==> src/rtl/conv_axis_out_packer.sv <==
// Output packer: buffers convolution-core words in a FWFT FIFO and presents them as AXI4-Stream with per-frame tlast.
// Latency: a word written in cycle t appears on m_axis_tdata/tvalid at t+1 (no same-cycle bypass).
// Backpressure: core_stall is asserted from the registered fill level, which leaves room for PIPE_LAT in-flight words.
//
// Ports:
//   s_axis_aclk, s_axis_areset         : clock and synchronous active-high reset
//   core_tdata, core_tvalid            : word stream from the convolution core (no backpressure of its own)
//   core_stall                         : freezes the core pipeline while the FIFO is nearly full
//   m_axis_tdata/tvalid/tlast/tready   : AXI4-Stream master
//   frame_done, frame_cnt              : one-cycle pulse after a frame's last beat is accepted, and completed-frame counter
//   overflow_err                       : sticky flag, a core word was dropped because the FIFO was full
module conv_axis_out_packer #(
    parameter int WORD_WIDTH      = 128,
    parameter int BEATS_PER_FRAME = 16384,
    parameter int FIFO_DEPTH      = 16,
    parameter int PIPE_LAT        = 2,
    parameter int FRAME_CNT_W     = 16
) (
    input  logic                   s_axis_aclk,
    input  logic                   s_axis_areset,
    input  logic [WORD_WIDTH-1:0]  core_tdata,
    input  logic                   core_tvalid,
    output logic                   core_stall,
    output logic [WORD_WIDTH-1:0]  m_axis_tdata,
    output logic                   m_axis_tvalid,
    output logic                   m_axis_tlast,
    input  logic                   m_axis_tready,
    output logic                   frame_done,
    output logic [FRAME_CNT_W-1:0] frame_cnt,
    output logic                   overflow_err
);

    localparam int AW = (FIFO_DEPTH > 1) ? $clog2(FIFO_DEPTH) : 1;
    localparam int CW = AW + 1;
    localparam int BW = (BEATS_PER_FRAME > 1) ? $clog2(BEATS_PER_FRAME) : 1;

    localparam logic [CW-1:0] FULL_CNT  = CW'(FIFO_DEPTH);
    localparam logic [CW-1:0] STALL_CNT = CW'(FIFO_DEPTH - PIPE_LAT);
    localparam logic [BW-1:0] LAST_BEAT = BW'(BEATS_PER_FRAME - 1);

    logic [WORD_WIDTH-1:0]  r_mem [FIFO_DEPTH];
    logic [AW-1:0]          r_wr_ptr;
    logic [AW-1:0]          r_rd_ptr;
    logic [CW-1:0]          r_count;
    logic [BW-1:0]          r_out_beat;
    logic                   r_frame_done;
    logic [FRAME_CNT_W-1:0] r_frame_cnt;
    logic                   r_overflow;

    logic w_tvalid;
    logic w_full;
    logic w_accept;
    logic w_last;
    logic w_write;
    logic w_drop;

    assign w_tvalid = (r_count != '0);
    assign w_full   = (r_count == FULL_CNT);
    assign w_accept = w_tvalid && m_axis_tready;
    assign w_last   = (r_out_beat == LAST_BEAT);
    // A write into a full FIFO still lands when the head is being accepted
    // this cycle: the read frees exactly the slot the write pointer targets.
    assign w_write  = core_tvalid && (!w_full || w_accept);
    assign w_drop   = core_tvalid && w_full && !w_accept;

    assign m_axis_tvalid = w_tvalid;
    assign m_axis_tdata  = r_mem[r_rd_ptr];
    assign m_axis_tlast  = w_tvalid && w_last;
    // Decoded from the registered count so the core sees a glitch-free stall
    // that does not depend on this cycle's tready.
    assign core_stall    = (r_count >= STALL_CNT);
    assign frame_done    = r_frame_done;
    assign frame_cnt     = r_frame_cnt;
    assign overflow_err  = r_overflow;

    // Storage carries no reset; its contents are only observable behind tvalid.
    always_ff @(posedge s_axis_aclk) begin
        if (!s_axis_areset && w_write) begin
            r_mem[r_wr_ptr] <= core_tdata;
        end
    end

    always_ff @(posedge s_axis_aclk) begin
        if (s_axis_areset) begin
            r_wr_ptr     <= '0;
            r_rd_ptr     <= '0;
            r_count      <= '0;
            r_out_beat   <= '0;
            r_frame_done <= 1'b0;
            r_frame_cnt  <= '0;
            r_overflow   <= 1'b0;
        end else begin
            if (w_write) begin
                r_wr_ptr <= r_wr_ptr + 1'b1;
            end
            if (w_accept) begin
                r_rd_ptr <= r_rd_ptr + 1'b1;
            end

            if (w_write && !w_accept) begin
                r_count <= r_count + 1'b1;
            end else if (!w_write && w_accept) begin
                r_count <= r_count - 1'b1;
            end

            if (w_drop) begin
                r_overflow <= 1'b1;
            end

            r_frame_done <= w_accept && w_last;

            if (w_accept) begin
                if (w_last) begin
                    r_out_beat  <= '0;
                    r_frame_cnt <= r_frame_cnt + 1'b1;
                end else begin
                    r_out_beat  <= r_out_beat + 1'b1;
                end
            end
        end
    end

endmodule
==> config.mk <==
export PLATFORM = sky130hd
export DESIGN_NAME = conv_axis_out_packer
export DESIGN_NICKNAME = d
export VERILOG_FILES = /design/src/rtl/conv_axis_out_packer.sv
export SDC_FILE = /design/constraint.sdc
export NUM_CORES = 2
export LEC_CHECK = 0
export CORE_MARGIN = 10
export CORE_UTILIZATION = 60
export CTS_CLUSTER_DIAMETER = 60
export DETAILED_ROUTE_END_ITERATION = 8
export DONT_BUFFER_PORTS = 1
export PLACE_DENSITY = 0.72
export SLEW_MARGIN = 20
export SYNTH_ARGS = -nofsm -noshare
export SYNTH_HDL_FRONTEND = slang
export SYNTH_SLANG_ARGS = --single-unit
==> constraint.sdc <==
create_clock -name s_axis_aclk -period 11.2 [get_ports s_axis_aclk]
set_clock_uncertainty 0.15 [all_clocks]
set_input_delay 2.24 -clock s_axis_aclk [delete_from_list [all_inputs] [get_ports s_axis_aclk]]
set_output_delay 2.24 -clock s_axis_aclk [all_outputs]
set_load 0.01 [all_outputs]
# Word level (Yosys, flattened, before mapping)
# Memories as Yosys holds them, arrays and structs flattened. A register that Yosys moved wholly into a read port is not among the register bits.
# Index checks and enable logic that the tools add are counted.
dict set report word_totals {
  word_cells 41
  input_bits 132
  memories 1
  output_inout_bits 149
  mem_bits_rw 2048
  reg_bits 45
}
# memory words word_bits rd rd_clocked_by_memory_dff wr line_no
set mem_list {}
lappend mem_list {r_mem 16 128 1 1 1 41} ;# logic [WORD_WIDTH-1:0] r_mem [FIFO_DEPTH];
dict set report classes {
  magnitude_cmp 1
  mux 7
  addsub 6
  n_reduce_logical 17
  n_eq_ne 2
}
# cell count
set op_table {}
lappend op_table {{$add A16 B1 Y16 const B} 1}
lappend op_table {{$add A14 B1 Y14 const B} 1}
lappend op_table {{$eq A14 B14 Y1 const B} 1}
lappend op_table {{$mux W14} 1}
lappend op_table {{$mux W5} 2}
lappend op_table {{$logic_and A1 B1 Y1} 9}
lappend op_table {{$add A4 B1 Y4 const B} 2}
lappend op_table {{$mux W4} 2}
lappend op_table {{$add A5 B1 Y5 const B} 1}
lappend op_table {{$eq A5 B5 Y1 const B} 1}
lappend op_table {{$ge A5 B4 Y1 const B} 1}
lappend op_table {{$reduce_bool A5 Y1} 1}
lappend op_table {{$sub A5 B1 Y5 const B} 1}
lappend op_table {{$logic_not A1 Y1} 4}
lappend op_table {{$mux W1} 2}
lappend op_table {{$reduce_and A2 Y1} 1}
lappend op_table {{$reduce_bool A2 Y1} 1}
lappend op_table {{$logic_or A1 B1 Y1} 1}

# Longest topological paths before layout
dict set report logic_depth {
  depth_word 8
  ltp_mapped 11
  ltp_nobuf 9
}

# Worst setup path after synthesis
# No wires, ideal clock.
dict set report synth_timing {
  kind {input port to flip-flop}
  startpoint {in m_axis_tready}
  endpoint {mem r_mem[12][0] (enable)}
  path_buffers 2
  arrival_ns 8.510
  required_time_ns 10.433
  slack_ns 1.923
  setup_time_ns 0.617
  cell_stages 6
  path_cell_list {clkbuf_1 nand2b_1 o21a_1 clkbuf_1 nand2_1 nor2_1}
}
dict set report synth_between {
  elab_chain_len 6
}
# element line_no
set synth_lines {}
lappend synth_lines {{start: declaration} 27} ;# input logic m_axis_tready,
lappend synth_lines {{$logic_and A1 B1 Y1} 59} ;# assign w_accept = w_tvalid && m_axis_tready;
lappend synth_lines {{$logic_or A1 B1 Y1} 63} ;# assign w_write = core_tvalid && (!w_full || w_accept);
lappend synth_lines {{$logic_and A1 B1 Y1} 63}
lappend synth_lines {{$logic_and A1 B1 Y1} 78} ;# if (!s_axis_areset && w_write) begin
lappend synth_lines {{$mux W1} 78}
lappend synth_lines {{$mux W1 (not written as such)} 79} ;# r_mem[r_wr_ptr] <= core_tdata;
lappend synth_lines {{end: declaration} 41}
# Every way passes these cells.

==> Implementation_results.wiki <==
{| class="wikitable"
! Metric !! Value
|-
| Count of routing violations after the opening detailed-route iteration || 3764
|-
| Share of layout cells above drive strength 1 || 0.262
|-
| Worst min-delay path class || reg2reg
|-
| # Post-CTS Setup Buffers || 0
|-
| Maximum clock frequency || 146 MHz
|-
| Pin count of the biggest net entering global routing || 155
|-
| All-Layer GR Usage || 0.235
|-
| Synthesized instance count || 3353
|-
| Initial DRT Pass Iterations || 5
|-
| Pins Over Slew Limit || 0
|-
| Initial antenna violation count || 1
|-
| Result of the run || finished, final reports clean
|-
| Sink count of the clock tree || 2097
|-
| Total power divided by cell area || 211 nW/um2
|-
| Final Hold Slack || 0.362 ns
|-
| Final worst-path cycle share || 0.613
|-
| Data arrival, critical path || 4.47 ns
|-
| Number of gates resized after CTS || 0
|-
| CP endpoint kind || primary output
|-
| Routed Wire Length || 172000 um
|-
| Die outline area || 148000 um2
|-
| Clock latency reported for the late side of the worst-skew pair || 0.84 ns
|-
| Most used flip-flop cell after synthesis || sky130_fd_sc_hd__edfxtp_1
|-
| Area taken by flip-flops and latches || 62500 um2
|-
| Crit path max fanout || 106
|-
| Synth top area share || 0.772
|-
| Fillers || 7940
|-
| Top cells by instance count after synthesis || sky130_fd_sc_hd__edfxtp_1 (2048), sky130_fd_sc_hd__mux4_2 (572), sky130_fd_sc_hd__a21oi_1 (89)
|-
| Leading cell types by total area after synthesis || sky130_fd_sc_hd__edfxtp_1 (77%), sky130_fd_sc_hd__mux4_2 (16%), sky130_fd_sc_hd__dfxtp_1 (1.2%)
|-
| Slew at the pin with the worst max-slew slack || 1.10 ns
|-
| Cell Int Power || 14.1 mW
|-
| Via count of the first global-routing pass || 37.1k
|-
| Number of placement rows || 133
|-
| Area taken by multi-input logic gates || 16400 um2
|-
| Clock tree from TritonCTS || done
|-
| Initial Util || 0.605
|-
| Average cell area after synthesis || 23.8 um2
|-
| Die X-Extent || 384 um
|-
| Leakage power figure || 26.4 nW
|-
| Data required time at the worst endpoint || 8.81 ns
|-
| Relative area change from synthesis to final layout || 10.9%
|-
| DRC errors left || 0
|-
| EDFF count, synth || 2048
|-
| Detailed Place HPWL || 86400 um
|-
| Number of distinct library cell variants in the gate-level netlist after synthesis || 50
|-
| Final-report setup violation count || 0
|-
| Netlist area before placement || 79600 um2
|-
| Routability cong. || 0.730
|-
| H-tree depth || 4
|-
| Total negative slack || 0 ns
|-
| Cell at the root of the clock tree || sky130_fd_sc_hd__clkbuf_16
|-
| Maxcap violations || 0
|-
| Global route total overflow || 0
|-
| # port buffers || 0
|-
| Unrepaired setup endpoints after global routing || false
|-
| Number of antenna-violating nets in the routed design || 0
|-
| Via/cell ratio || 6.64
|-
| Number of top-level pins || 281
|-
| Buffers from clock root to sink, at most || 3
|-
| Kind of start point of the critical path || register
|-
| Fin. Hold Viols || 0
|-
| CTS hold repair buffers || 0
|-
| Wire length of the first global-routing pass || 253000 um
|-
| Largest area contributor in the netlist || sky130_fd_sc_hd__edfxtp_1
|-
| Average routed wire per standard cell || 32.0 um
|-
| Total power || 18.6 mW
|-
| Sequential power share || 0.474
|-
| Clock network fraction of design power || 0.356
|-
| CTS clock-pin slew for the worst setup and hold paths || 0.06 ns
|-
| Number of nets in the layout || 3579
|-
| Portion of total power attributed to combinational logic || 0.170
|-
| FF+latch count, synth || 2097
|-
| Post-Synthesis Net Count || 3497
|-
| Number of CTS-inserted buffers || 201
|-
| Fraction of the yosys area taken by sequential cells || 0.785
|-
| Core area || 132000 um2
|-
| Overall die height || 384 um
|-
| Final critical-path required period || 6.86 ns
|-
| Total via count after detailed routing || 35.6k
|-
| Fraction of synthesis flops using an asynchronous set or reset pin || 0
|-
| Max VDD drop || 194 uV
|-
| Most frequent cell after synthesis || sky130_fd_sc_hd__edfxtp_1
|-
| Net switching fraction of the power || 0.243
|-
| Worst slew slack as a fraction of its limit || 0.267
|-
| Number of warning messages in the yosys log || 0
|-
| Net Sw Power || 4.52 mW
|-
| Classification of the worst setup path || reg2out
|}
## stage by stage
step	std cells	setup WS (ns)	util	instance area, um2
3_5_place_dp	4985	5.15	0.621	81800
3_3_place_gp	4985	5.18	0.621	81800
4_1_cts	5354	4.20	0.671	88300
5_1_grt	5356	3.96	0.671	88300
2_1_floorplan	3353	1.92	-	79600
6_report	5358	4.34	0.671	88300
## per-layer routing
metal  vias to the layer above  routed length [um]  share of wire  track usage
li1                      14500                   -              -            -
met1                     19300               66300           0.39        0.320
met2                      1464               86300           0.50        0.382
met3                       208               16300          0.095       0.0675
met4                         0                2710          0.016       0.0533
met5                         -                   0              0            0
## worst max-delay path: stages, from the launching register on
cell and delay, ns:
sky130_fd_sc_hd__dfxtp_4 0.78, sky130_fd_sc_hd__buf_12 0.64, sky130_fd_sc_hd__buf_4 0.75, sky130_fd_sc_hd__mux4_2 0.60, sky130_fd_sc_hd__mux4_2 0.55
## worst paths after layout
path | startpoint | slack [ns] | cells after the start | end
max | register | 4.34 | 4 | m_axis_tdata[25]
min reg2reg | r_out_beat[12] | 0.36 | 2 | r_out_beat[12]
min | r_out_beat[12] | 0.36 | 2 | r_out_beat[12]
max reg2reg | r_count[1] | 6.70 | 5 | r_mem[15][22]
## layout by cell type, fill, tap and decap left out, drive strengths merged, types with 18 or more instances in the layout
| cell type | netlist | routed |
|---|---|---|
| clkinv | 1 | 91 |
| dfxtp | 49 | 49 |
| mux4 | 572 | 572 |
| inv | 11 | 19 |
| edfxtp | 2048 | 2048 |
| mux2i | 73 | 73 |
| clkbuf | 90 | 245 |
| a21oi | 89 | 89 |
| a211oi | 68 | 68 |
| bufinv | 0 | 18 |
| nor2b | 73 | 73 |
| nor2 | 51 | 51 |
| buf | 92 | 61 |
## power groups by stage
stage	combinational (mW)	sequential [mW]	clock, mW
floorplan	2.65	8.93	0
global placement	3.16	8.99	0
detailed placement	3.21	9.00	0
CTS	3.23	8.84	6.74
global route	3.42	8.83	7.07
finish	3.17	8.82	6.62
## cell families (layout without fill, tap and decap cells)
group           after synthesis  after routing  synth area share
fa+ha+maj                    12             12           0.00198
buf+inv                     194            442            0.0109
xor+xnor                     15             15           0.00165
simple gates                190            190            0.0137
flops                      2097           2097             0.785
mux                         652            652             0.172
compound gates              193            193            0.0153
other cells                   0              2                 0
## flip-flops by register name, indices dropped and copies added (netlist names), named ones only
register and flops:
r_count 5, r_wr_ptr 4, r_mem 2048, frame_cnt 16, frame_done 1, r_rd_ptr 4
r_out_beat 14, overflow_err 1
## cell type report
| type | count | area share |
|---|---|---|
| Timing Repair Buffer | 61 | 0.00731 |
| Multi-Input combinational cell | 1062 | 0.186 |
| Inverter | 12 | 0.000510 |
| Tap cell | 1755 | 0.0249 |
| Clock inverter | 124 | 0.0152 |
| Antenna cell | 2 | 0.0000567 |
| Clock buffer | 245 | 0.0588 |
| Sequential cell | 2097 | 0.707 |
No activity file was read; power rests on OpenSTA's default activity.
